## src/rtl/fpu_pkg.sv

```systemverilog
// Shared definitions for the FP issue queue: opcode encodings, sequencer
// states, the queued-instruction record and opcode decode helpers.
package fpu_pkg;

    typedef enum logic [2:0] {
        OP_NONE = 3'd0,
        OP_FLW  = 3'd1,
        OP_FSW  = 3'd2,
        OP_FADD = 3'd3,
        OP_FMUL = 3'd4,
        OP_FDIV = 3'd5
    } fpu_op_e;

    typedef enum logic [1:0] {
        S_IDLE,
        S_ISSUE,
        S_WAIT
    } iq_state_e;

    typedef struct packed {
        fpu_op_e     op;
        logic [31:0] rs1;
        logic [31:0] frs1;
        logic [31:0] frs2;
        logic [31:0] imm;
        logic [4:0]  frd;
        logic        wr;
    } iq_entry_t;

    function automatic logic op_legal(input fpu_op_e op);
        return (op == OP_FLW) || (op == OP_FSW) || (op == OP_FADD) ||
               (op == OP_FMUL) || (op == OP_FDIV);
    endfunction

    function automatic logic op_writes(input fpu_op_e op);
        return (op == OP_FLW) || (op == OP_FADD) || (op == OP_FMUL) || (op == OP_FDIV);
    endfunction

    function automatic logic op_reads_frs1(input fpu_op_e op);
        return (op == OP_FADD) || (op == OP_FMUL) || (op == OP_FDIV);
    endfunction

    function automatic logic op_reads_frs2(input fpu_op_e op);
        return (op == OP_FSW) || (op == OP_FADD) || (op == OP_FMUL) || (op == OP_FDIV);
    endfunction

    // Bit order {fdiv, fmul, fadd, fsw, flw}
    function automatic logic [4:0] op_onehot(input fpu_op_e op);
        logic [4:0] oh;
        oh = '0;
        case (op)
            OP_FLW:  oh[0] = 1'b1;
            OP_FSW:  oh[1] = 1'b1;
            OP_FADD: oh[2] = 1'b1;
            OP_FMUL: oh[3] = 1'b1;
            OP_FDIV: oh[4] = 1'b1;
            default: oh = '0;
        endcase
        return oh;
    endfunction

endpackage

```

## src/rtl/fpu_issue_queue_if.sv

```systemverilog
// Decode-side enqueue handshake and FPU-side dispatch/completion bundle.
// slave = the issue queue, master = decode stage plus FPU.
interface fpu_issue_queue_if;
    logic        in_valid;
    logic        in_ready;
    logic [2:0]  in_op;
    logic [31:0] in_rs1;
    logic [31:0] in_frs1;
    logic [31:0] in_frs2;
    logic [4:0]  in_frs1_addr;
    logic [4:0]  in_frs2_addr;
    logic [4:0]  in_frd;
    logic [31:0] in_imm;

    logic        fpu_enabled;
    logic        fpu_instr_flw;
    logic        fpu_instr_fsw;
    logic        fpu_instr_fadd;
    logic        fpu_instr_fmul;
    logic        fpu_instr_fdiv;
    logic [31:0] fpu_reg_rs1;
    logic [31:0] fpu_freg_rs1;
    logic [31:0] fpu_freg_rs2;
    logic [31:0] fpu_imm;
    logic [4:0]  fpu_frd_addr;
    logic        fpu_busy;
    logic        fpu_completed;

    modport master (
        output in_valid, in_op, in_rs1, in_frs1, in_frs2, in_frs1_addr,
               in_frs2_addr, in_frd, in_imm, fpu_busy, fpu_completed,
        input  in_ready, fpu_enabled, fpu_instr_flw, fpu_instr_fsw,
               fpu_instr_fadd, fpu_instr_fmul, fpu_instr_fdiv, fpu_reg_rs1,
               fpu_freg_rs1, fpu_freg_rs2, fpu_imm, fpu_frd_addr
    );

    modport slave (
        input  in_valid, in_op, in_rs1, in_frs1, in_frs2, in_frs1_addr,
               in_frs2_addr, in_frd, in_imm, fpu_busy, fpu_completed,
        output in_ready, fpu_enabled, fpu_instr_flw, fpu_instr_fsw,
               fpu_instr_fadd, fpu_instr_fmul, fpu_instr_fdiv, fpu_reg_rs1,
               fpu_freg_rs1, fpu_freg_rs2, fpu_imm, fpu_frd_addr
    );
endinterface

```

## src/rtl/fpu_iq_fifo.sv

```systemverilog
// DEPTH-entry synchronous FIFO of queued FP instructions. Head entry is
// presented combinationally on data_o; push/pop are ignored when full/empty.
module fpu_iq_fifo
    import fpu_pkg::*;
#(
    parameter int unsigned DEPTH = 4,
    parameter int unsigned PTR_W = 2
) (
    input  logic             clk,
    input  logic             rst_n,
    input  logic             push_i,
    input  iq_entry_t        data_i,
    input  logic             pop_i,
    output iq_entry_t        data_o,
    output logic             full_o,
    output logic             empty_o,
    output logic [PTR_W:0]   count_o
);

    iq_entry_t          mem_q [DEPTH];
    logic [PTR_W-1:0]   wr_ptr_q, rd_ptr_q;
    logic [PTR_W:0]     count_q;
    logic               do_push, do_pop;

    assign full_o  = (count_q == (PTR_W+1)'(DEPTH));
    assign empty_o = (count_q == '0);
    assign count_o = count_q;
    assign data_o  = mem_q[rd_ptr_q];
    assign do_push = push_i & ~full_o;
    assign do_pop  = pop_i & ~empty_o;

    // Entry storage, written at the tail
    always_ff @(posedge clk) begin
        if (do_push) mem_q[wr_ptr_q] <= data_i;
    end

    // Pointers wrap modulo DEPTH; count tracks occupancy
    always_ff @(posedge clk or negedge rst_n) begin
        if (!rst_n) begin
            wr_ptr_q <= '0;
            rd_ptr_q <= '0;
            count_q  <= '0;
        end else begin
            if (do_push) wr_ptr_q <= wr_ptr_q + 1'b1;
            if (do_pop)  rd_ptr_q <= rd_ptr_q + 1'b1;
            if (do_push && !do_pop)      count_q <= count_q + 1'b1;
            else if (do_pop && !do_push) count_q <= count_q - 1'b1;
        end
    end

endmodule

```

## src/rtl/fpu_issue_queue.sv

```systemverilog
// In-order FP issue queue and dispatch sequencer with a destination-register
// scoreboard that blocks RAW/WAW hazards at enqueue.
// Optional macro FPU_TIMEOUT_EN adds a WAIT-state watchdog (TIMEOUT cycles).
module fpu_issue_queue
    import fpu_pkg::*;
#(
    parameter int unsigned DEPTH   = 4,
    parameter int unsigned PTR_W   = 2,
    parameter int unsigned TIMEOUT = 255
) (
    input  logic                clk,
    input  logic                rst_n,
    fpu_issue_queue_if.slave    bus,
    output logic [31:0]         pend_mask,
    output logic [PTR_W:0]      q_count,
    output logic                timeout_err
);

    iq_state_e   state_q;
    logic [31:0] pend_q, pend_d;
    logic        full, empty, hazard, accept, push, pop, wait_done, tmo_hit;
    fpu_op_e     in_op_e;
    iq_entry_t   in_entry, head;

    logic        fpu_enabled_q, issue_wr_q, inflight_wr_q;
    logic [4:0]  instr_q, frd_q, inflight_frd_q;
    logic [31:0] reg_rs1_q, freg_rs1_q, freg_rs2_q, imm_q;

    assign in_op_e = fpu_op_e'(bus.in_op);

    // Hazard check against the registered mask only
    always_comb begin
        hazard = 1'b0;
        if (op_reads_frs1(in_op_e) && pend_q[bus.in_frs1_addr]) hazard = 1'b1;
        if (op_reads_frs2(in_op_e) && pend_q[bus.in_frs2_addr]) hazard = 1'b1;
        if (op_writes(in_op_e) && pend_q[bus.in_frd])           hazard = 1'b1;
    end

    assign bus.in_ready = rst_n & ~full & ~hazard;
    assign accept       = bus.in_valid & bus.in_ready;
    assign push         = accept & op_legal(in_op_e);
    assign pop          = (state_q == S_IDLE) & ~empty & ~bus.fpu_busy;
    assign wait_done    = (state_q == S_WAIT) & (bus.fpu_completed | tmo_hit);

    assign in_entry = '{op: in_op_e, rs1: bus.in_rs1, frs1: bus.in_frs1,
                        frs2: bus.in_frs2, imm: bus.in_imm, frd: bus.in_frd,
                        wr: op_writes(in_op_e)};

    fpu_iq_fifo #(.DEPTH(DEPTH), .PTR_W(PTR_W)) u_fifo (
        .clk     (clk),
        .rst_n   (rst_n),
        .push_i  (push),
        .data_i  (in_entry),
        .pop_i   (pop),
        .data_o  (head),
        .full_o  (full),
        .empty_o (empty),
        .count_o (q_count)
    );

    // Scoreboard next state: retire the in-flight destination, mark the new one
    always_comb begin
        pend_d = pend_q;
        if (wait_done && inflight_wr_q) pend_d[inflight_frd_q] = 1'b0;
        if (push && in_entry.wr)        pend_d[bus.in_frd]     = 1'b1;
    end

    // Scoreboard register
    always_ff @(posedge clk or negedge rst_n) begin
        if (!rst_n) pend_q <= '0;
        else        pend_q <= pend_d;
    end

    // Dispatch sequencer with registered FPU-facing outputs
    always_ff @(posedge clk or negedge rst_n) begin
        if (!rst_n) begin
            state_q        <= S_IDLE;
            fpu_enabled_q  <= 1'b0;
            instr_q        <= '0;
            reg_rs1_q      <= '0;
            freg_rs1_q     <= '0;
            freg_rs2_q     <= '0;
            imm_q          <= '0;
            frd_q          <= '0;
            issue_wr_q     <= 1'b0;
            inflight_frd_q <= '0;
            inflight_wr_q  <= 1'b0;
        end else begin
            fpu_enabled_q <= 1'b0;
            instr_q       <= '0;
            unique case (state_q)
                S_IDLE: begin
                    if (pop) begin
                        fpu_enabled_q <= 1'b1;
                        instr_q       <= op_onehot(head.op);
                        reg_rs1_q     <= head.rs1;
                        freg_rs1_q    <= head.frs1;
                        freg_rs2_q    <= head.frs2;
                        imm_q         <= head.imm;
                        frd_q         <= head.frd;
                        issue_wr_q    <= head.wr;
                        state_q       <= S_ISSUE;
                    end
                end
                S_ISSUE: begin
                    inflight_frd_q <= frd_q;
                    inflight_wr_q  <= issue_wr_q;
                    state_q        <= S_WAIT;
                end
                S_WAIT: begin
                    if (wait_done) state_q <= S_IDLE;
                end
                default: state_q <= S_IDLE;
            endcase
        end
    end

`ifdef FPU_TIMEOUT_EN
    localparam int unsigned TO_W = ($clog2(TIMEOUT + 1) > 8) ? $clog2(TIMEOUT + 1) : 8;

    logic [TO_W-1:0] tmo_cnt_q;
    logic            timeout_err_q;

    // Fires on the TIMEOUT-th WAIT cycle that sees no completion
    assign tmo_hit = (state_q == S_WAIT) & ~bus.fpu_completed &
                     (tmo_cnt_q == TO_W'(TIMEOUT - 1));

    // Watchdog counter, cleared whenever the sequencer is outside WAIT
    always_ff @(posedge clk or negedge rst_n) begin
        if (!rst_n) begin
            tmo_cnt_q     <= '0;
            timeout_err_q <= 1'b0;
        end else begin
            timeout_err_q <= tmo_hit;
            if (state_q == S_WAIT && !tmo_hit) tmo_cnt_q <= tmo_cnt_q + 1'b1;
            else                               tmo_cnt_q <= '0;
        end
    end

    assign timeout_err = timeout_err_q;
`else
    logic unused_cfg;
    assign unused_cfg  = (TIMEOUT != 0);
    assign tmo_hit     = 1'b0;
    assign timeout_err = 1'b0;
`endif

    assign pend_mask          = pend_q;
    assign bus.fpu_enabled    = fpu_enabled_q;
    assign bus.fpu_instr_flw  = instr_q[0];
    assign bus.fpu_instr_fsw  = instr_q[1];
    assign bus.fpu_instr_fadd = instr_q[2];
    assign bus.fpu_instr_fmul = instr_q[3];
    assign bus.fpu_instr_fdiv = instr_q[4];
    assign bus.fpu_reg_rs1    = reg_rs1_q;
    assign bus.fpu_freg_rs1   = freg_rs1_q;
    assign bus.fpu_freg_rs2   = freg_rs2_q;
    assign bus.fpu_imm        = imm_q;
    assign bus.fpu_frd_addr   = frd_q;

endmodule

```

## src/flat_wrapper.sv

```systemverilog
// flat-port wrapper written by rule: the top's interface ports become plain ports
module fpu_issue_queue_flat import fpu_pkg::*;
#(
    parameter int unsigned DEPTH   = 4,
    parameter int unsigned PTR_W   = 2,
    parameter int unsigned TIMEOUT = 255
)
  (clk, rst_n, pend_mask, q_count, timeout_err, bus_in_valid, bus_in_op, bus_in_rs1, bus_in_frs1, bus_in_frs2, bus_in_frs1_addr, bus_in_frs2_addr, bus_in_frd, bus_in_imm, bus_fpu_busy, bus_fpu_completed, bus_in_ready, bus_fpu_enabled, bus_fpu_instr_flw, bus_fpu_instr_fsw, bus_fpu_instr_fadd, bus_fpu_instr_fmul, bus_fpu_instr_fdiv, bus_fpu_reg_rs1, bus_fpu_freg_rs1, bus_fpu_freg_rs2, bus_fpu_imm, bus_fpu_frd_addr);
  fpu_issue_queue_if bus_i ();
  input  logic clk;
  input  logic rst_n;
  output logic [31:0] pend_mask;
  output logic [PTR_W:0] q_count;
  output logic timeout_err;
  input wire logic [$bits(bus_i.in_valid)-1:0] bus_in_valid;
  input wire logic [$bits(bus_i.in_op)-1:0] bus_in_op;
  input wire logic [$bits(bus_i.in_rs1)-1:0] bus_in_rs1;
  input wire logic [$bits(bus_i.in_frs1)-1:0] bus_in_frs1;
  input wire logic [$bits(bus_i.in_frs2)-1:0] bus_in_frs2;
  input wire logic [$bits(bus_i.in_frs1_addr)-1:0] bus_in_frs1_addr;
  input wire logic [$bits(bus_i.in_frs2_addr)-1:0] bus_in_frs2_addr;
  input wire logic [$bits(bus_i.in_frd)-1:0] bus_in_frd;
  input wire logic [$bits(bus_i.in_imm)-1:0] bus_in_imm;
  input wire logic [$bits(bus_i.fpu_busy)-1:0] bus_fpu_busy;
  input wire logic [$bits(bus_i.fpu_completed)-1:0] bus_fpu_completed;
  output wire logic [$bits(bus_i.in_ready)-1:0] bus_in_ready;
  output wire logic [$bits(bus_i.fpu_enabled)-1:0] bus_fpu_enabled;
  output wire logic [$bits(bus_i.fpu_instr_flw)-1:0] bus_fpu_instr_flw;
  output wire logic [$bits(bus_i.fpu_instr_fsw)-1:0] bus_fpu_instr_fsw;
  output wire logic [$bits(bus_i.fpu_instr_fadd)-1:0] bus_fpu_instr_fadd;
  output wire logic [$bits(bus_i.fpu_instr_fmul)-1:0] bus_fpu_instr_fmul;
  output wire logic [$bits(bus_i.fpu_instr_fdiv)-1:0] bus_fpu_instr_fdiv;
  output wire logic [$bits(bus_i.fpu_reg_rs1)-1:0] bus_fpu_reg_rs1;
  output wire logic [$bits(bus_i.fpu_freg_rs1)-1:0] bus_fpu_freg_rs1;
  output wire logic [$bits(bus_i.fpu_freg_rs2)-1:0] bus_fpu_freg_rs2;
  output wire logic [$bits(bus_i.fpu_imm)-1:0] bus_fpu_imm;
  output wire logic [$bits(bus_i.fpu_frd_addr)-1:0] bus_fpu_frd_addr;
  assign bus_i.in_valid = bus_in_valid;
  assign bus_i.in_op = bus_in_op;
  assign bus_i.in_rs1 = bus_in_rs1;
  assign bus_i.in_frs1 = bus_in_frs1;
  assign bus_i.in_frs2 = bus_in_frs2;
  assign bus_i.in_frs1_addr = bus_in_frs1_addr;
  assign bus_i.in_frs2_addr = bus_in_frs2_addr;
  assign bus_i.in_frd = bus_in_frd;
  assign bus_i.in_imm = bus_in_imm;
  assign bus_i.fpu_busy = bus_fpu_busy;
  assign bus_i.fpu_completed = bus_fpu_completed;
  assign bus_in_ready = bus_i.in_ready;
  assign bus_fpu_enabled = bus_i.fpu_enabled;
  assign bus_fpu_instr_flw = bus_i.fpu_instr_flw;
  assign bus_fpu_instr_fsw = bus_i.fpu_instr_fsw;
  assign bus_fpu_instr_fadd = bus_i.fpu_instr_fadd;
  assign bus_fpu_instr_fmul = bus_i.fpu_instr_fmul;
  assign bus_fpu_instr_fdiv = bus_i.fpu_instr_fdiv;
  assign bus_fpu_reg_rs1 = bus_i.fpu_reg_rs1;
  assign bus_fpu_freg_rs1 = bus_i.fpu_freg_rs1;
  assign bus_fpu_freg_rs2 = bus_i.fpu_freg_rs2;
  assign bus_fpu_imm = bus_i.fpu_imm;
  assign bus_fpu_frd_addr = bus_i.fpu_frd_addr;
  fpu_issue_queue #(.DEPTH(DEPTH), .PTR_W(PTR_W), .TIMEOUT(TIMEOUT)) u_core (.clk(clk), .rst_n(rst_n), .bus(bus_i), .pend_mask(pend_mask), .q_count(q_count), .timeout_err(timeout_err));
endmodule
```

## config.mk

```make
export PLATFORM = sky130hd
export DESIGN_NAME = fpu_issue_queue_flat
export DESIGN_NICKNAME = d
export VERILOG_FILES = /design/src/rtl/fpu_pkg.sv /design/src/rtl/fpu_issue_queue_if.sv /design/src/rtl/fpu_iq_fifo.sv /design/src/rtl/fpu_issue_queue.sv /design/src/flat_wrapper.sv
export SDC_FILE = /design/constraint.sdc
export NUM_CORES = 1
export LEC_CHECK = 0
export ABC_AREA = 1
export BUFFER_PORTS_ARGS = -buffer_cell sky130_fd_sc_hd__buf_2
export CORE_MARGIN = 4
export CORE_UTILIZATION = 35
export DETAILED_ROUTE_END_ITERATION = 16
export SLEW_MARGIN = 40
export SYNTH_ARGS = -nofsm -noshare
export SYNTH_HDL_FRONTEND = slang
export SYNTH_SLANG_ARGS = --single-unit
export TNS_END_PERCENT = 1
```

## constraint.sdc

```tcl
create_clock -name clk -period 9.4 [get_ports clk]
set_clock_uncertainty 0.2 [all_clocks]
set_input_delay 2.82 -clock clk [delete_from_list [all_inputs] [get_ports clk]]
set_output_delay 2.82 -clock clk [all_outputs]
set_load 0.1 [all_outputs]
```

==> results of run 1 <==
-- cell usage in the layout (no fill, tap or decap), drive strengths merged --
| cell type | netlist | final |
|---|---|---|
| o31ai | 1 | 1 |
| a21oi | 10 | 10 |
| clkinvlp | 0 | 7 |
| inv | 44 | 51 |
| ha | 5 | 5 |
| buf | 29 | 351 |
| nand3b | 1 | 1 |
| clkbuf | 111 | 113 |
| o21ai | 308 | 308 |
| xor2 | 2 | 2 |
| nor4 | 3 | 3 |
| or2 | 2 | 2 |
| mux2 | 1 | 1 |
| o211ai | 1 | 1 |
| diode | 0 | 14 |
| nand2 | 617 | 617 |
| a32oi | 2 | 2 |
| bufinv | 0 | 4 |
| nand3 | 95 | 95 |
| edfxtp | 548 | 548 |
| nor3 | 9 | 9 |
| nor2 | 329 | 329 |
| xnor2 | 1 | 1 |
| clkinv | 2 | 24 |
| dfrtp | 187 | 187 |
| fa | 1 | 1 |
| conb | 1 | 1 |
| o22ai | 135 | 135 |
-- area by class of cell --
cell class	count	share of cell area, %
multi-input combinational	1524	20.1
clock buffer	112	6.69
sequential	735	61.6
clock inverter	40	1.22
antenna	14	0.102
tap	1060	3.87
timing repair buffer	352	5.82
inverter	46	0.547
-- power by group through the flow --
| stage | clock network, µW | logic [µW] | registers (µW) |
|---|---|---|---|
| after floorplan | 0 | 1660 | 6410 |
| after global placement | 0 | 4850 | 4350 |
| after detailed placement | 0 | 4900 | 4350 |
| after CTS | 3250 | 4900 | 4290 |
| after global routing | 3390 | 5220 | 4330 |
| final | 3160 | 4850 | 4280 |
-- stage by stage --
stage	utilization, %	hold WS (ps)	setup TNS (ps)
2_1_floorplan	-	230	-669870
3_3_place_gp	38.8	248	0
3_5_place_dp	38.9	253	0
4_1_cts	42.2	268	0
5_1_grt	42.3	284	0
6_report	42.3	264	0
-- Yosys cell counts --
cell type    n  area [µm²]
nand2_1    617        2320
edfxtp_1   548       16500
nor2_1     328        1230
o21ai_0    307        1540
dfrtp_1    187        4680
o22ai_1    135         845
clkbuf_1   111         417
nand3_1     66         330
inv_1       41         154
nand3_2     29         290
buf_2       12        60.1
a21oi_1      9        45.0
nor3_1       9        45.0
buf_1        5        18.8
buf_4        5        37.5
ha_1         5        62.6
buf_6        4        45.0
buf_12       3        60.1
inv_2        3        11.3
nor4_1       3        18.8
a32oi_1      2        17.5
clkinv_1     2        7.51
or2_2        2        12.5
xor2_1       2        17.5
a21oi_2      1        8.76
conb_1       1        3.75
fa_1         1        20.0
mux2_2       1        11.3
nand3b_1     1        7.51
nor2_8       1        20.0
o211ai_1     1        7.51
o21ai_1      1        5.00
o31ai_1      1        7.51
xnor2_1      1        8.76
-- tightest hold or removal path: stages, from the launching register on --
cell	delay, ps
dfrtp_1	340
nand2_1	50
nand2_1	40
-- cell families after synthesis --
group / count (synthesis)
xor+xnor: 3
mux: 1
compound gates: 457
fa+ha+maj: 6
buf+inv: 186
flops: 735
simple gates: 1056
other cells: 1
-- sequential cells by signal, summed over array words and instances (netlist names) --
name and count:
u_core.inflight_wr_q 1, u_core.pend_mask 32, u_core.bus.fpu_reg_rs1 32, u_core.bus.fpu_imm 32, u_core.inflight_frd_q 5, u_core.bus.fpu_freg_rs1 32, u_core.u_fifo.mem_q 548, u_core.bus.fpu_freg_rs2 32
u_core.u_fifo.rd_ptr_q 2, u_core.issue_wr_q 1, u_core.u_fifo.wr_ptr_q 2, u_core.u_fifo.count_o 3, u_core.state_q 2, u_core.bus.fpu_enabled 1, u_core.instr_q 5, u_core.bus.fpu_frd_addr 5
-- per-layer routing --
layer,share of wire (%),vias up,routed length [µm]
li1,-,9154,-
met1,42,9430,32000
met2,48,571,35900
met3,6.7,156,5060
met4,3.3,10,2520
met5,0.091,-,69
-- final timing paths --
path,start,to,cells past startpoint,slack (ps)
max,bus_in_frd[0],bus_in_ready,14,1680
min,u_core.bus.fpu_reg_rs1[0],u_core.bus.fpu_reg_rs1[0],2,260
max reg2reg,u_core.pend_mask[30],u_core.u_fifo.mem_q[1][15],15,5220
min reg2reg,u_core.bus.fpu_reg_rs1[0],u_core.bus.fpu_reg_rs1[0],2,260
max in group asynchronous,rst_n,u_core.bus.fpu_imm[1],2,5860
min in group asynchronous,rst_n,u_core.pend_mask[1],1,2000
==> out/qor.yml, run 1 <==
status: "finished clean"
p_leak_uw: 0.0135
max_stage_delay_ps: 420
initial_utilization_pct: 35.5
end_kind: "output port"
ys_warn_count: 0
synthXorXnorAreaFrac_pct: 0.0912
drtPass1Iterations: 6
synth_area_um2: 28800
slew_viol_final: 0
met3_usage_pct: 3.67
numClockSinks: 735
first_iter_violations: 1198
finalHoldViolations: 0
grt_pass1_vias: 19138
worstPathMaxFanout: 24
routed_wl_mm: 75.5
grt_util_met2_pct: 27.9
vias: 19321
cts_setup_buffers: 0
grt_pass1_wl_mm: 115
cts_resized: 0
row_count: 104
crit_family: "buffers and inverters"
final_antenna_net_count: 0
dp.cells: 3715
synthSimpleGateAreaFrac_pct: 14.8
port_buffers: 325
synth_compound_area_share_pct: 8.58
fill_cells: 7657
core-area_um2: 81100
seqPwrFrac_pct: 34.8
place_congestion: 0.877
worstHoldPathType: "flop to flop"
start_kind: "input port"
worst_pin_slew_ps: 838
max_slew_margin_pct: 44.1
rsz0062_at_grt: "no"
fin_nets: 2897
syn-num-nets: 2602
io_pins: 327
critPathKind: "input port to output port"
fp.dieH_um: 295
final_cell_area_um2: 34300
ys_seq_elements: 735
path_buf_inv: 4
combPwrFrac_pct: 39.5
seq_area_um2: 21100
maxCapViolCount: 0
switchingPower_uw: 5610
wire_per_inst_um: 19.4
grt-ovfl-total: 0
cts_buffer_depth: 3
drive_gt1_share_pct: 18.8
synth_cell_types: 34
die_area_um2: 87000
synthMuxAreaShare_pct: 0.0391
critPathArrivalTime_ps: 4700
cpMostUsedCell: "nand2_1"
fmax_mhz: 130
area_delta_synth_final_pct: 19.1
cts_buffers: 81
vdd_ir_drop_max_mv: 0.318
crit_chain: "buf_2, inv_2, nand2_1, nand2_1, nand2_1, nand2_1, nand2_1, nand2_1, nor2_1, nand2_1, a21oi_2, nand3_2, inv_1, buf_2"
swShare_pct: 45.6
dp_slack_ps: 1700
h-tree-depth: 3
synth_top_family_by_area: "simple AND/OR/NAND/NOR gates"
placed_area_um2: 31500
track_usage_pct: 17.1
p_int_uw: 6690
power_per_cell_area_nw_per_um2: 358
crit_slowest_cell: "buf_2"
post-dp-hpwl_mm: 42.3
fin_crit_sh_pct: 82.1
clkTransAtPathRegs_ps: 60
root_buffer: "clkbuf_16"
crit_required_ps: 6380
clock_power_share_pct: 25.7
synthAdderAreaFrac_pct: 0.287
setup_viol: 0
cts_tree: "done"
post-route-drc-count: 0
syn_area_per_cell_um2: 11.8
die_w_um: 295
totalPowerFinal_uw: 12300
synth_seq_area_share_pct: 73.4
hold_buffers: 0
multi_input_area_um2: 6900
viasPerCell: 4.98
fin_crit_ps: 7720
fin_ws_ps: 1680
clock_latency_ps: 620
grt_util_met1_pct: 22.4
antenna_found_initial: 18
top_usage_layer: "met2"
grt_max_degree: 139
stdcell_count: 3883
synth_cells: 2445
Power figures use the tool's default switching activity.
==> run 2: changes to the inputs <==
Clock period 9.4 ns to 7 ns, I/O delays scaled along.
==> out/qor.yml, run 2 (synthesis gave the netlist of run 1 again) <==
status: "finished clean"
fin_ws_ps: 876
die_area_um2: 87000
track_usage_pct: 17.2
grt_max_degree: 139
wire_per_inst_um: 19.7
cts_resized: 0
fin_nets: 2900
fin_setup_tns_ps: 0
max_stage_delay_ps: 340
path_buf_inv: 4
slew_viol_final: 0
crit_required_ps: 4700
max_flop_register: "u_core.u_fifo.mem_q"
h-tree-depth: 3
max_slew_margin_pct: 45.7
post-route-drc-count: 0
crit_family: "buffers and inverters"
ff2ff_setup_slack_ps: 3700
rsz0062_at_grt: "no"
grt-ovfl-total: 0
root_buffer: "clkbuf_16"
p_leak_uw: 0.0136
area_delta_synth_final_pct: 19.6
path_depth: 14
first_iter_violations: 1458
crit_chain: "buf_2, inv_2, nand2_1, nand2_1, nand2_1, nand2_1, nand2_1, nand2_1, nor2_1, nand2_1, a21oi_2, nand3_2, inv_1, buf_12"
fill_cells: 7607
initial_utilization_pct: 35.5
whs_path_depth: 2
dp.cells: 3718
place_congestion: 0.882
cts_tree: "done"
cpMostUsedCell: "nand2_1"
maxCapViolCount: 0
multi_input_area_um2: 6900
die_w_um: 295
cts_buffer_depth: 3
start_kind: "input port"
worstHoldPathType: "flop to flop"
fin_crit_sh_pct: 87.5
drive_gt1_share_pct: 18.6
viasPerCell: 4.99
final_cell_mix: "nand2_1 (617), edfxtp_1 (548), nor2_1 (324)"
row_count: 104
vias: 19363
crit_slowest_cell: "buf_2"
grt_pass1_wl_mm: 116
post-dp-hpwl_mm: 43.1
stdcell_count: 3881
grt_pass1_vias: 18988
vdd_ir_drop_max_mv: 0.538
final_antenna_net_count: 0
crit_end: "bus_in_ready"
clkTransAtPathRegs_ps: 60
finalHoldViolations: 0
r2r-end: "u_core.u_fifo.count_o[1]"
routed_wl_mm: 76.5
core-area_um2: 81100
power_per_cell_area_nw_per_um2: 486
cts_setup_buffers: 0
clock_latency_ps: 620
largest_reg_flops: 548
worst_pin_slew_ps: 814
layout_commonest_cell: "nand2_1"
r2r-start: "u_core.pend_mask[26]"
fmax_mhz: 163
port_buffers: 325
ff2ff_path_depth: 16
drtPass1Iterations: 5
fin_crit_ps: 6120
end_kind: "output port"
setup_viol: 0
seq_area_um2: 21100
critPathArrivalTime_ps: 3820
startpoint: "bus_in_frd[0]"
antenna_found_initial: 14
io_pins: 327
dp_slack_ps: 872
numClockSinks: 735
fp.dieH_um: 295
worstPathMaxFanout: 24
hold_buffers: 0
cts_buffers: 82
critPathKind: "input port to output port"
run 2: cell types whose count changed in the layout (fill, tap and decap cells not counted), moves of 2 or more:
cell	change
bufinv_16	+7
diode_2	-5
buf_8	-2
buf_12	+5
clkinv_2	-4
clkbuf_1	+4
clkinvlp_4	-4
clkinv_1	+4
clkbuf_8	-4
run 2: stage by stage:
stage / hold slack (ps) / power, µW / utilization, % / cell area (µm²)
2_1_floorplan: 230 / 10800 / - / 28800
3_3_place_gp: 249 / 12400 / 38.9 / 31500
3_5_place_dp: 253 / 12400 / 38.9 / 31600
4_1_cts: 267 / 16900 / 42.4 / 34400
5_1_grt: 284 / 17600 / 42.5 / 34500
6_report: 263 / 16800 / 42.5 / 34500
run 2: worst min-delay path by stage:
stage | start | to | slack (ps)
after floorplan | u_core.state_q[1] | u_core.state_q[0] | 230
after global placement | u_core.bus.fpu_imm[26] | u_core.bus.fpu_imm[26] | 250
after detailed placement | u_core.bus.fpu_reg_rs1[1] | u_core.bus.fpu_reg_rs1[1] | 250
after CTS | u_core.bus.fpu_freg_rs1[25] | u_core.bus.fpu_freg_rs1[25] | 270
after global routing | u_core.bus.fpu_reg_rs1[1] | u_core.bus.fpu_reg_rs1[1] | 280
final | u_core.bus.fpu_reg_rs1[8] | u_core.bus.fpu_reg_rs1[8] | 260
run 2: metal layers:
metal  up-vias  part of all wire, %  routed length (µm)  global-route usage [%]
li1       9148                    -                   -                       -
met1      9481                   42               32200                    22.3
met2       577                   49               37200                    29.1
met3       145                  6.4                4880                    3.37
met4        12                  2.8                2170                    6.20
met5         -                 0.11                  82                       0
run 2: worst register-to-register path, cell delays in order, from the launching register on:
cell	delay [ps]
dfrtp_1	520
nand2_1	130
nand2_1	50
nand2_1	50
nand2_1	50
nand2_1	50
nand2_1	50
nor2_1	80
nand2_1	80
a21oi_2	140
nand3_2	140
nor2_8	140
buf_4	480
ha_1	250
inv_1	70
fa_1	440
mux2_2	270
run 2: area by class of cell:
type / instances / share of cell area, %
Timing Repair Buffer: 354 / 5.94
Multi-Input combinational cell: 1524 / 20.0
Clock inverter: 42 / 1.70
Sequential cell: 735 / 61.4
Antenna cell: 9 / 0.0654
Tap cell: 1060 / 3.85
Inverter: 46 / 0.545
Clock buffer: 111 / 6.51
run 2: where the power goes:
group	internal (µW)	switching, µW	leakage [µW]
combinational	1200	5370	0.00489
clock	2690	1770	0.00137
sequential	5320	410	0.00731
==> run 3: changes to the inputs <==
Settings changed: HOLD_SLACK_MARGIN set to 0.06, PLACE_DENSITY set to 0.58.
==> out/qor.yml, run 3 (synthesis gave the netlist of run 1 again) <==
drtPass1Iterations: 5
vias: 19600
fill_cells: 7507
cts_resized: 0
clock_power_share_pct: 27.2
io_pins: 327
rsz0062_at_grt: "no"
clkTransAtPathRegs_ps: 60
totalPowerFinal_uw: 16900
cts_buffers: 81
core-area_um2: 81100
power_per_cell_area_nw_per_um2: 489
critPathArrivalTime_ps: 3910
p_leak_uw: 0.0136
finalHoldViolations: 0
status: "finished clean"
track_usage_pct: 17.9
wire_per_inst_um: 20.4
layout_commonest_cell: "nand2_1"
max_flop_register: "u_core.u_fifo.mem_q"
max_slew_margin_pct: 45.5
fin_nets: 2897
critPathKind: "input port to output port"
cts_tree: "done"
worstPathMaxFanout: 15
hold_buffers: 0
area_delta_synth_final_pct: 19.9
fmax_mhz: 161
post-route-drc-count: 0
hold_ws_ps: 263
start_kind: "input port"
port_buffers: 325
p_int_uw: 9300
swShare_pct: 44.9
root_buffer: "clkbuf_16"
cts_buffer_depth: 3
row_count: 104
dp_slack_ps: 769
final_antenna_net_count: 0
die_area_um2: 87000
grt_pass1_vias: 19689
crit_required_ps: 4700
fin_ws_ps: 790
antenna_found_initial: 17
worstHoldPathType: "flop to flop"
numClockSinks: 735
grt-ovfl-total: 0
fin_crit_ps: 6210
seqPwrFrac_pct: 34.2
grt_pass1_wl_mm: 119
maxCapViolCount: 0
first_iter_violations: 1221
final_cell_mix: "nand2_1 (617), edfxtp_1 (548), nor2_1 (324)"
h-tree-depth: 3
cts_setup_buffers: 0
grt_max_degree: 139
placed_area_um2: 31500
die_w_um: 295
clock_latency_ps: 620
fin_crit_sh_pct: 88.7
slew_viol_final: 0
combPwrFrac_pct: 38.6
worst_pin_slew_ps: 818
viasPerCell: 5.05
largest_reg_flops: 548
drive_gt1_share_pct: 19.1
switchingPower_uw: 7590
final_cell_area_um2: 34500
fp.dieH_um: 295
place_congestion: 0.839
setup_viol: 0
initial_utilization_pct: 35.5
routed_wl_mm: 79.3
vdd_ir_drop_max_mv: 0.394
end_kind: "output port"
post-dp-hpwl_mm: 44.8
run 3: cell types whose count changed in the layout (fill, tap and decap cells not counted):
cell / before / now
buf_12: 11 / 10
buf_6: 9 / 8
bufinv_16: 11 / 14
clkbuf_1: 22 / 10
clkinv_1: 11 / 6
clkinv_2: 9 / 19
clkinv_4: 1 / 3
clkinv_8: 0 / 1
diode_2: 9 / 14
inv_6: 5 / 2
inv_8: 1 / 3
run 3: power by group through the flow:
stage | clock (µW) | combinational, µW | sequential [µW]
floorplan | 0 | 2240 | 8590
finish | 4590 | 6530 | 5780
detailed placement | 0 | 6580 | 5860
CTS | 4710 | 6590 | 5780
global placement | 0 | 6430 | 5890
global route | 4900 | 7010 | 5840
run 3: worst paths after layout:
kind / startpoint / to / slack, ps / depth (start not counted)
setup / recovery: bus_in_frd[1] / bus_in_ready / 790 / 12
hold / removal: u_core.bus.fpu_freg_rs2[31] / u_core.bus.fpu_freg_rs2[31] / 260 / 2
setup reg to reg: u_core.pend_mask[28] / u_core.u_fifo.count_o[2] / 3600 / 19
hold reg to reg: u_core.bus.fpu_freg_rs2[31] / u_core.bus.fpu_freg_rs2[31] / 260 / 2
max in group asynchronous: rst_n / u_core.u_fifo.rd_ptr_q[0] / 4570 / 2
min in group asynchronous: rst_n / u_core.pend_mask[22] / 1120 / 1
run 3: final cells by class:
cell class                 count  area (µm²)  area share, %
clock buffer                  99        2200           6.36
sequential                   735       21100           61.2
antenna                       14        35.0          0.101
multi-input combinational   1524        6900           20.0
timing repair buffer         352        2020           5.83
clock inverter                52         737           2.13
tap                         1060        1330           3.84
inverter                      46         188          0.543
run 3: per-layer routing:
metal | up-vias | GRT usage [%] | wire, µm
li1 | 9144 | - | -
met3 | 129 | 3.29 | 4420
met5 | - | 0 | 41
met1 | 9798 | 22.8 | 33400
met4 | 6 | 5.99 | 1920
met2 | 523 | 31.0 | 39600
run 3: through the flow:
| stage | util (%) | std cells | TNS (ps) |
|---|---|---|---|
| finish | 42.6 | 3882 | 0 |
| detailed placement | 38.9 | 3716 | 0 |
| floorplan | - | 2445 | -337800 |
| CTS | 42.5 | 3867 | 0 |
| global route | 42.6 | 3876 | 0 |
| global placement | 38.8 | 3714 | 0 |
run 3: critical path, stage by stage:
cell and delay, ps:
buf_2 280, clkinv_1 370, nand2_1 160, nand2_1 60
nand2_1 60, nand2_1 60, nor2_1 100, nand2_1 90
a21oi_2 160, nand3_2 150, inv_1 130, buf_12 180
